==> config.mk <==
export PLATFORM = sky130hd
export DESIGN_NAME = ising_observables
export DESIGN_NICKNAME = d
export VERILOG_FILES = /design/src/rtl/ising_pkg.sv /design/src/rtl/popcount32.sv /design/src/rtl/ising_observables.sv
export SDC_FILE = /design/constraint.sdc
export NUM_CORES = 1
export LEC_CHECK = 0
export ABC_AREA = 1
export BUFFER_PORTS_ARGS = -buffer_cell sky130_fd_sc_hd__buf_2
export CAP_MARGIN = 10
export CORE_MARGIN = 1
export CORE_UTILIZATION = 32
export DETAILED_ROUTE_END_ITERATION = 10
export PLACE_DENSITY_LB_ADDON = 0.12
export SLEW_MARGIN = 10
export SYNTH_ARGS = -nofsm -noshare
export SYNTH_HDL_FRONTEND = slang
export SYNTH_SLANG_ARGS = --single-unit
export TNS_END_PERCENT = 1
==> constraint.sdc <==
create_clock -name clk -period 13.2 [get_ports clk]
set_clock_uncertainty 0.2 [all_clocks]
set_input_delay 0 -clock clk [delete_from_list [all_inputs] [get_ports clk]]
set_output_delay 0 -clock clk [all_outputs]
set_load 0.03 [all_outputs]
==> src/rtl/ising_pkg.sv <==
// ising_pkg: lattice size, FSM state type and datapath widths shared by the Ising observables block.
package ising_pkg;
  localparam int N = 32;
  localparam int E_W = 14;
  localparam int M_W = 12;
  localparam int F_W = 16;
  localparam int ONES_W = 11;
  localparam int MIS_W = 12;
  localparam int PC_W = 6;
  typedef enum logic [1:0] {IDLE, ACCUM, CLOSE, DONE} state_t;
endpackage

==> src/rtl/popcount32.sv <==
// popcount32: combinational count of set bits in a 32-bit word.
module popcount32 (
  input  logic [31:0] x,
  output logic [5:0]  cnt
);
  always_comb begin
    cnt = '0;
    for (int i = 0; i < 32; i++) cnt = cnt + 6'(x[i]);
  end
endmodule

==> src/rtl/ising_observables.sv <==
// ising_observables: streams an NxN periodic spin lattice row by row and reports energy, magnetisation and frame count.
module ising_observables #(
  parameter int N = ising_pkg::N
) (
  input  logic                       clk,
  input  logic                       reset_n,
  input  logic                       start,
  input  logic                       row_valid,
  input  logic [N-1:0]               row_data,
  output logic                       row_ready,
  output logic [ising_pkg::E_W-1:0]  energy,
  output logic [ising_pkg::M_W-1:0]  magnet,
  output logic [ising_pkg::F_W-1:0]  frame_idx,
  output logic                       out_valid,
  input  logic                       out_ready
);
  import ising_pkg::*;
  localparam int R_W = $clog2(N);
  state_t state;
  logic [N-1:0] first_row, prev_row, v_in;
  logic [R_W-1:0] row_cnt;
  logic [ONES_W-1:0] ones;
  logic [MIS_W-1:0] mis;
  logic [PC_W-1:0] pc_ones, pc_h, pc_v;
  assign row_ready = state == ACCUM;
  // the vertical counter is reused in CLOSE for the row N-1 / row 0 wrap bonds
  assign v_in = state == CLOSE ? prev_row ^ first_row : row_data ^ prev_row;
  popcount32 u_ones (.x(row_data), .cnt(pc_ones));
  popcount32 u_h (.x(row_data ^ {row_data[N-2:0], row_data[N-1]}), .cnt(pc_h));
  popcount32 u_v (.x(v_in), .cnt(pc_v));
  always_ff @(posedge clk or negedge reset_n) begin
    if (!reset_n) begin
      state <= IDLE;
      first_row <= '0;
      prev_row <= '0;
      row_cnt <= '0;
      ones <= '0;
      mis <= '0;
      energy <= '0;
      magnet <= '0;
      frame_idx <= '0;
      out_valid <= 1'b0;
    end else begin
      case (state)
        IDLE: if (start) begin
          state <= ACCUM;
          ones <= '0;
          mis <= '0;
          row_cnt <= '0;
        end
        ACCUM: if (row_valid) begin
          ones <= ones + ONES_W'(pc_ones);
          mis <= mis + MIS_W'(pc_h) + (row_cnt != '0 ? MIS_W'(pc_v) : '0);
          if (row_cnt == '0) first_row <= row_data;
          prev_row <= row_data;
          row_cnt <= row_cnt + 1'b1;
          if (row_cnt == R_W'(N - 1)) state <= CLOSE;
        end
        CLOSE: begin
          mis <= mis + MIS_W'(pc_v);
          state <= DONE;
        end
        DONE: if (!out_valid) begin
          energy <= {mis, 2'b00} - E_W'(4 * N * N);
          magnet <= {ones, 1'b0} - M_W'(N * N);
          out_valid <= 1'b1;
        end else if (out_ready) begin
          out_valid <= 1'b0;
          frame_idx <= frame_idx + 1'b1;
          state <= IDLE;
        end
        default: state <= IDLE;
      endcase
    end
  end
endmodule

Word level (Yosys, flattened, before mapping)
Cells that the tools add are included.
{ "op_classes": {"addsub": 101, "eq_ne": 9, "n_mux": 19, "bitwise_logic": 4, "reduce_logical": 12} }
{ "op_table": {"columns": ["op", "n"], "rows": [
  ["$add 6x1->6", 90],
  ["$xor 32x32->32", 3],
  ["$add 12x6->12", 3],
  ["$pmux 12 s3", 1],
  ["$mux 32", 1],
  ["$mux 12", 2],
  ["$mux 11", 2],
  ["$pmux 11 s2", 1],
  ["$add 16x1->16 const B", 1],
  ["$sub 14x13->14 const B", 1],
  ["$reduce_and 3->1", 4],
  ["$sub 12x11->12 const B", 1],
  ["$add 11x6->11", 1],
  ["$mux 2", 5],
  ["$mux 5", 2],
  ["$pmux 5 s2", 1],
  ["$ne 2x2->1 const B", 4],
  ["$pmux 2 s4", 1],
  ["$add 1x1->2", 3],
  ["$mux 6", 1],
  ["$add 5x1->5 const B", 1],
  ["$eq 5x5->1 const B", 1],
  ["$logic_not 5->1", 1],
  ["$reduce_and 5->1", 1],
  ["10 further kinds", 13]
]} }
{ "word_totals": {"register_bits": 137, "in_bits": 37, "word_cells": 155} }

Longest topological paths before layout
{ "logic_depth": {"depth_word": 37, "mapped_depth": 37} }

Modules after synthesis
From an unflattened synthesis, not the netlist that was laid out.
{ "hier_totals": {"cells_unflattened": 1219, "hier_area_um2": 10163.5} }
{ "modules_own_cells": {"columns": ["mod", "instances", "cells_per_inst", "area_each_um2"], "rows": [
  ["ising_observables", 1, 946, 7734.9],
  ["popcount32", 3, 91, 809.5]
]} }

Least setup slack after synthesis
Ideal clock, no wire load.
{ "synth_path": {"kind": "reg2reg", "startpoint": "register state[0]", "endpoint": "register mis[6]", "setup_time_ps": 116, "arrival_ps": 7601, "t_required_ps": 12884, "slack_ps": 5282, "stages_incl_launch_ff": 34, "n_path_buf": 2, "synth_period_minus_slack_ps": 7918, "cell_sequence": "dfrtp_1 inv_1 ha_1 buf_2 clkbuf_1 nand2_1 o21ai_0 xor2_1 ha_1 fa_1 fa_1 fa_1 fa_1 inv_1 fa_1 fa_1 fa_1 fa_1 o21ai_0 xor2_1 nand2_1 fa_1 inv_1 ha_1 nand2_1 inv_1 nand2_1 nand2_1 nor2_1 nand2_1 nand3_1 o21ai_0 nand2_1 nand2_1"} }
{ "synth_via": {"elab_chain_cells": 37, "elab_cells_between_ends": 44, "classes_between": "add/sub (33); eq/ne (4); mux (4); reduce/logical (3)"} }
{ "synth_lines": {"columns": ["item", "line_no", "source"], "rows": [
  ["from (decl)", "ising_observables.sv:19", "state_t state;"],
  ["from (signal assigned)", "ising_observables.sv:33", "state <= IDLE;"],
  ["from (signal assigned)", "ising_observables.sv:46", "state <= ACCUM;"],
  ["from (signal assigned)", "ising_observables.sv:57", "if (row_cnt == R_W'(N - 1)) state <= CLOSE;"],
  ["$eq 2x2->1", "ising_observables.sv:27, ising_observables.sv:44", null],
  ["$mux 32", "ising_observables.sv:27", "assign v_in = state == CLOSE ? prev_row ^ first_row : row_data ^ prev_row;"],
  ["$add 1x1->2", "popcount32.sv:8", "for (int i = 0; i < 32; i++) cnt = cnt + 6'(x[i]);"],
  ["$add 6x1->6 (30 in series)", "popcount32.sv:8", null],
  ["$mux 6", "ising_observables.sv:53", "mis <= mis + MIS_W'(pc_h) + (row_cnt != '0 ? MIS_W'(pc_v) : '0);"],
  ["$add 12x6->12", "ising_observables.sv:53", null],
  ["$mux 12", "ising_observables.sv:51", "ACCUM: if (row_valid) begin"],
  ["$pmux 12 s3", "ising_observables.sv:44", "case (state)"],
  ["to (signal assigned)", "ising_observables.sv:53", null],
  ["to (signal assigned)", "ising_observables.sv:60", "mis <= mis + MIS_W'(pc_v);"],
  ["to (decl)", "ising_observables.sv:23", "logic [MIS_W-1:0] mis;"]
]} }
Parallel ways exist; a longest one is shown, timed or not. The select of a mux whose other input is x is not followed.
A chain may end at the register's enable or synchronous reset.

Worst setup path after layout
Same ends and word-level chain as after synthesis.

==> summary.txt <==
Status
  – Status: complete, no violations

GRT
  – First-pass GRT wire length: 40600 um
  – Largest net degree at the start of global routing: 71
  – Total track usage: 16.8%
  – Initial antenna violation count: 0
  – Vias in the first global route: 7589
  – Total grt overflow: 0

Worst setup path
  – Worst path most repeated cell: fa_1
  – Worst flop-to-flop path startpoint: state[0]$_DFFE_PN0P_
  – CP Launch Type: flip-flop
  – Reg2reg end: mis[6]$_DFFE_PN0P_
  – CP endpoint kind: flip-flop
  – Largest stage delay, worst path: 0.54 ns
  – Crit Path Class: flip-flop to flip-flop
  – Crit-path slowest cell: ha_2
  – Worst-case reg-to-reg path depth: 31
  – Max FO, Critical Path: 50
  – Worst Path Arrival: 8.95 ns
  – R2R setup slack: 4.37 ns
  – Critical Path RT: 13.32 ns

Clocking
  – Clock sink count: 134
  – CTS tree: done
  – H-tree levels: 4
  – Num CTS Buffers: 17
  – Post-CTS Resized: 0
  – Clk buf depth: 2
  – Clk Latency, worst-skew pair: 0.44 ns
  – CTS Root Cell: clkbuf_16
  – Clk slew on worst S/H paths: 0.07 ns

Flow run
  – Max cap viols: 0

Timing
  – Post-route minimum period: 8.83 ns
  – Hold Violations, Final: 0
  – Tcrit/Tclk final: 66.9%
  – Final setup violation count: 0
  – Fin Hold WS: 0.0283 ns
  – Final Max Slew Viols: 0
  – RSZ-0062 raised after global routing: no
  – Setup TNS: 0 ns
  – Worst Tran Pin Value: 0.987 ns
  – Worst relative slew slack: 33.8%
  – Maximum clock frequency: 0.113 GHz

Synth
  – Post-synthesis sequential area ratio: 33.7%
  – FF+latch count, synth: 134
  – Post-synth EDFFs: 0
  – Ys Warns: 0
  – Mapped Avg Cell Area: 8.53 um2
  – Netlist Area Pre-Place: 0.00996 mm2
  – Mapped Cells: 1168
  – Distinct cell type count of the synthesized netlist: 32
  – Ys flop type: dfrtp_1
  – Async SR Flop Fraction: 100%

Layout
  – Layout cells sized above 1: 10.5%
  – Util after Layout: 38.2%
  – Commonest cells after routing, fill and taps aside: 279 x nand2_1, 197 x inv_1, 134 x dfrtp_1, 109 x o21ai_0, 80 x fa_1
  – Fin nets: 1443
  – Layout fillers: 3183
  – Non-filler instance count after layout: 1683
  – Area of the multi-input gates: 0.00573 mm2
  – Sequential Area: 0.00335 mm2
  – # diodes: 0
  – Area growth syn-to-layout: 17.4%
  – Leading cell type in the layout, fill and taps excluded: nand2_1

Detailed routing
  – DRT Pass-1 Iters: 5
  – DRT antenna net count: 0
  – Residual DRC: 0
  – Vias: 7596
  – Post-DR vias/cell: 4.51
  – WL/cell: 14.7 um
  – DR iter-0 viols: 352
  – Routed Wire Length: 24700 um

Worst hold path
  – Min-delay worst type: input port to flip-flop
  – Min-delay src: start
  – Worst hold stages: 6
  – Worst Hold End: mis[2]$_DFFE_PN0P_

Floorplanning
  – Initial core utilization: 32.6%
  – I/O pin cnt: 81
  – Die W: 178 um
  – FP Rows: 64
  – Die ar.: 0.0318 mm2
  – Die Ht: 178 um
  – Core area: 0.0306 mm2

Placed design
  – Final GP Congestion: 0.905
  – I/O Buffers: 77
  – Placed instance count: 1615
  – Post-DP HPWL: 18900 um
-- critical path, delay by kind of cell, from the launching register on --
family | cells | cell delay (ns)
XOR/XNOR | 2 | 0.42
AND/OR/NAND/NOR | 9 | 0.73
AO/OA/AOI/OAI | 3 | 0.49
adder cells (fa/ha/maj) | 12 | 5.72
buffers and inverters | 5 | 0.75
flip-flops | 1 | 0.40
-- through the flow --
step | cell area (um2) | setup slack (ns)
2_1_floorplan | 9970 | 5.28
4_1_cts | 11700 | 4.31
5_1_grt | 11700 | 3.68
3_3_place_gp | 10800 | 4.40
6_report | 11700 | 4.37
3_5_place_dp | 10800 | 4.32
-- sequential cells by signal (all words and copies together), names as in the netlist --
name	cells
energy	12
mis	12
first_row	32
out_valid	1
ones	11
row_cnt	5
magnet	11
frame_idx	16
prev_row	32
state	2
-- worst max path at each step --
stage                               startpoint                  to  slack (ns)  depth (start not counted)
after detailed placement  state[0]$_DFFE_PN0P_  mis[6]$_DFFE_PN0P_        4.32                         31
final                     state[0]$_DFFE_PN0P_  mis[6]$_DFFE_PN0P_        4.37                         31
after CTS                 state[0]$_DFFE_PN0P_  mis[6]$_DFFE_PN0P_        4.31                         31
after global routing      state[0]$_DFFE_PN0P_  mis[6]$_DFFE_PN0P_        3.68                         31
after floorplan           state[0]$_DFFE_PN0P_  mis[6]$_DFFE_PN0P_        5.28                         33
after global placement    state[0]$_DFFE_PN0P_  mis[6]$_DFFE_PN0P_        4.40                         30
-- per-layer routing --
layer  part of all wire (%)  global-route usage [%]  up-vias
met3                    2.6                    2.43       27
met4                    1.6                    5.51        0
met1                     50                    23.6     3612
met5                      0                       0        -
li1                       -                       -     3829
met2                     46                    26.5      128
-- Yosys cell counts, types with 24 or more instances --
master,count,area [um2]
dfrtp_1,134,3350
inv_1,198,743
nand3_1,46,230
xnor2_1,43,377
xor2_1,50,438
ha_1,52,651
a21oi_1,24,120
o21ai_0,109,546
nor2_1,44,165
o21a_1,33,248
fa_1,80,1600
nand2_1,280,1050
-- what timing repair did --
| action | CTS | global route |
|---|---|---|
| buffers inserted | 0 | 0 |
| endpoints found under the hold margin | 139 | 0 |
| hold buffers | 36 | 0 |
-- logic make-up (layout without fill, tap and decap cells) --
family                   after synthesis  after routing  share of synthesized area, %
AO/OA/AOI/OAI                        178            178                          9.98
XOR/XNOR                              93             93                          8.18
adder cells (fa/ha/maj)              132            132                          22.6
buffers and inverters                231            348                          8.97
flip-flops                           134            134                          33.7
other                                  1              3                        0.0376
AND/OR/NAND/NOR                      399            399                          16.6
-- layout make-up --
type	count	share of cell area, %
multi-input combinational	805	49.0
sequential	134	28.7
timing repair buffer	117	6.83
inverter	199	6.39
tap	396	4.24
clock buffer	20	3.99
clock inverter	12	0.877
Power is left out: the tool's default activity adds up to more than one toggle a clock period on the data nets, which glitch-free logic cannot reach.
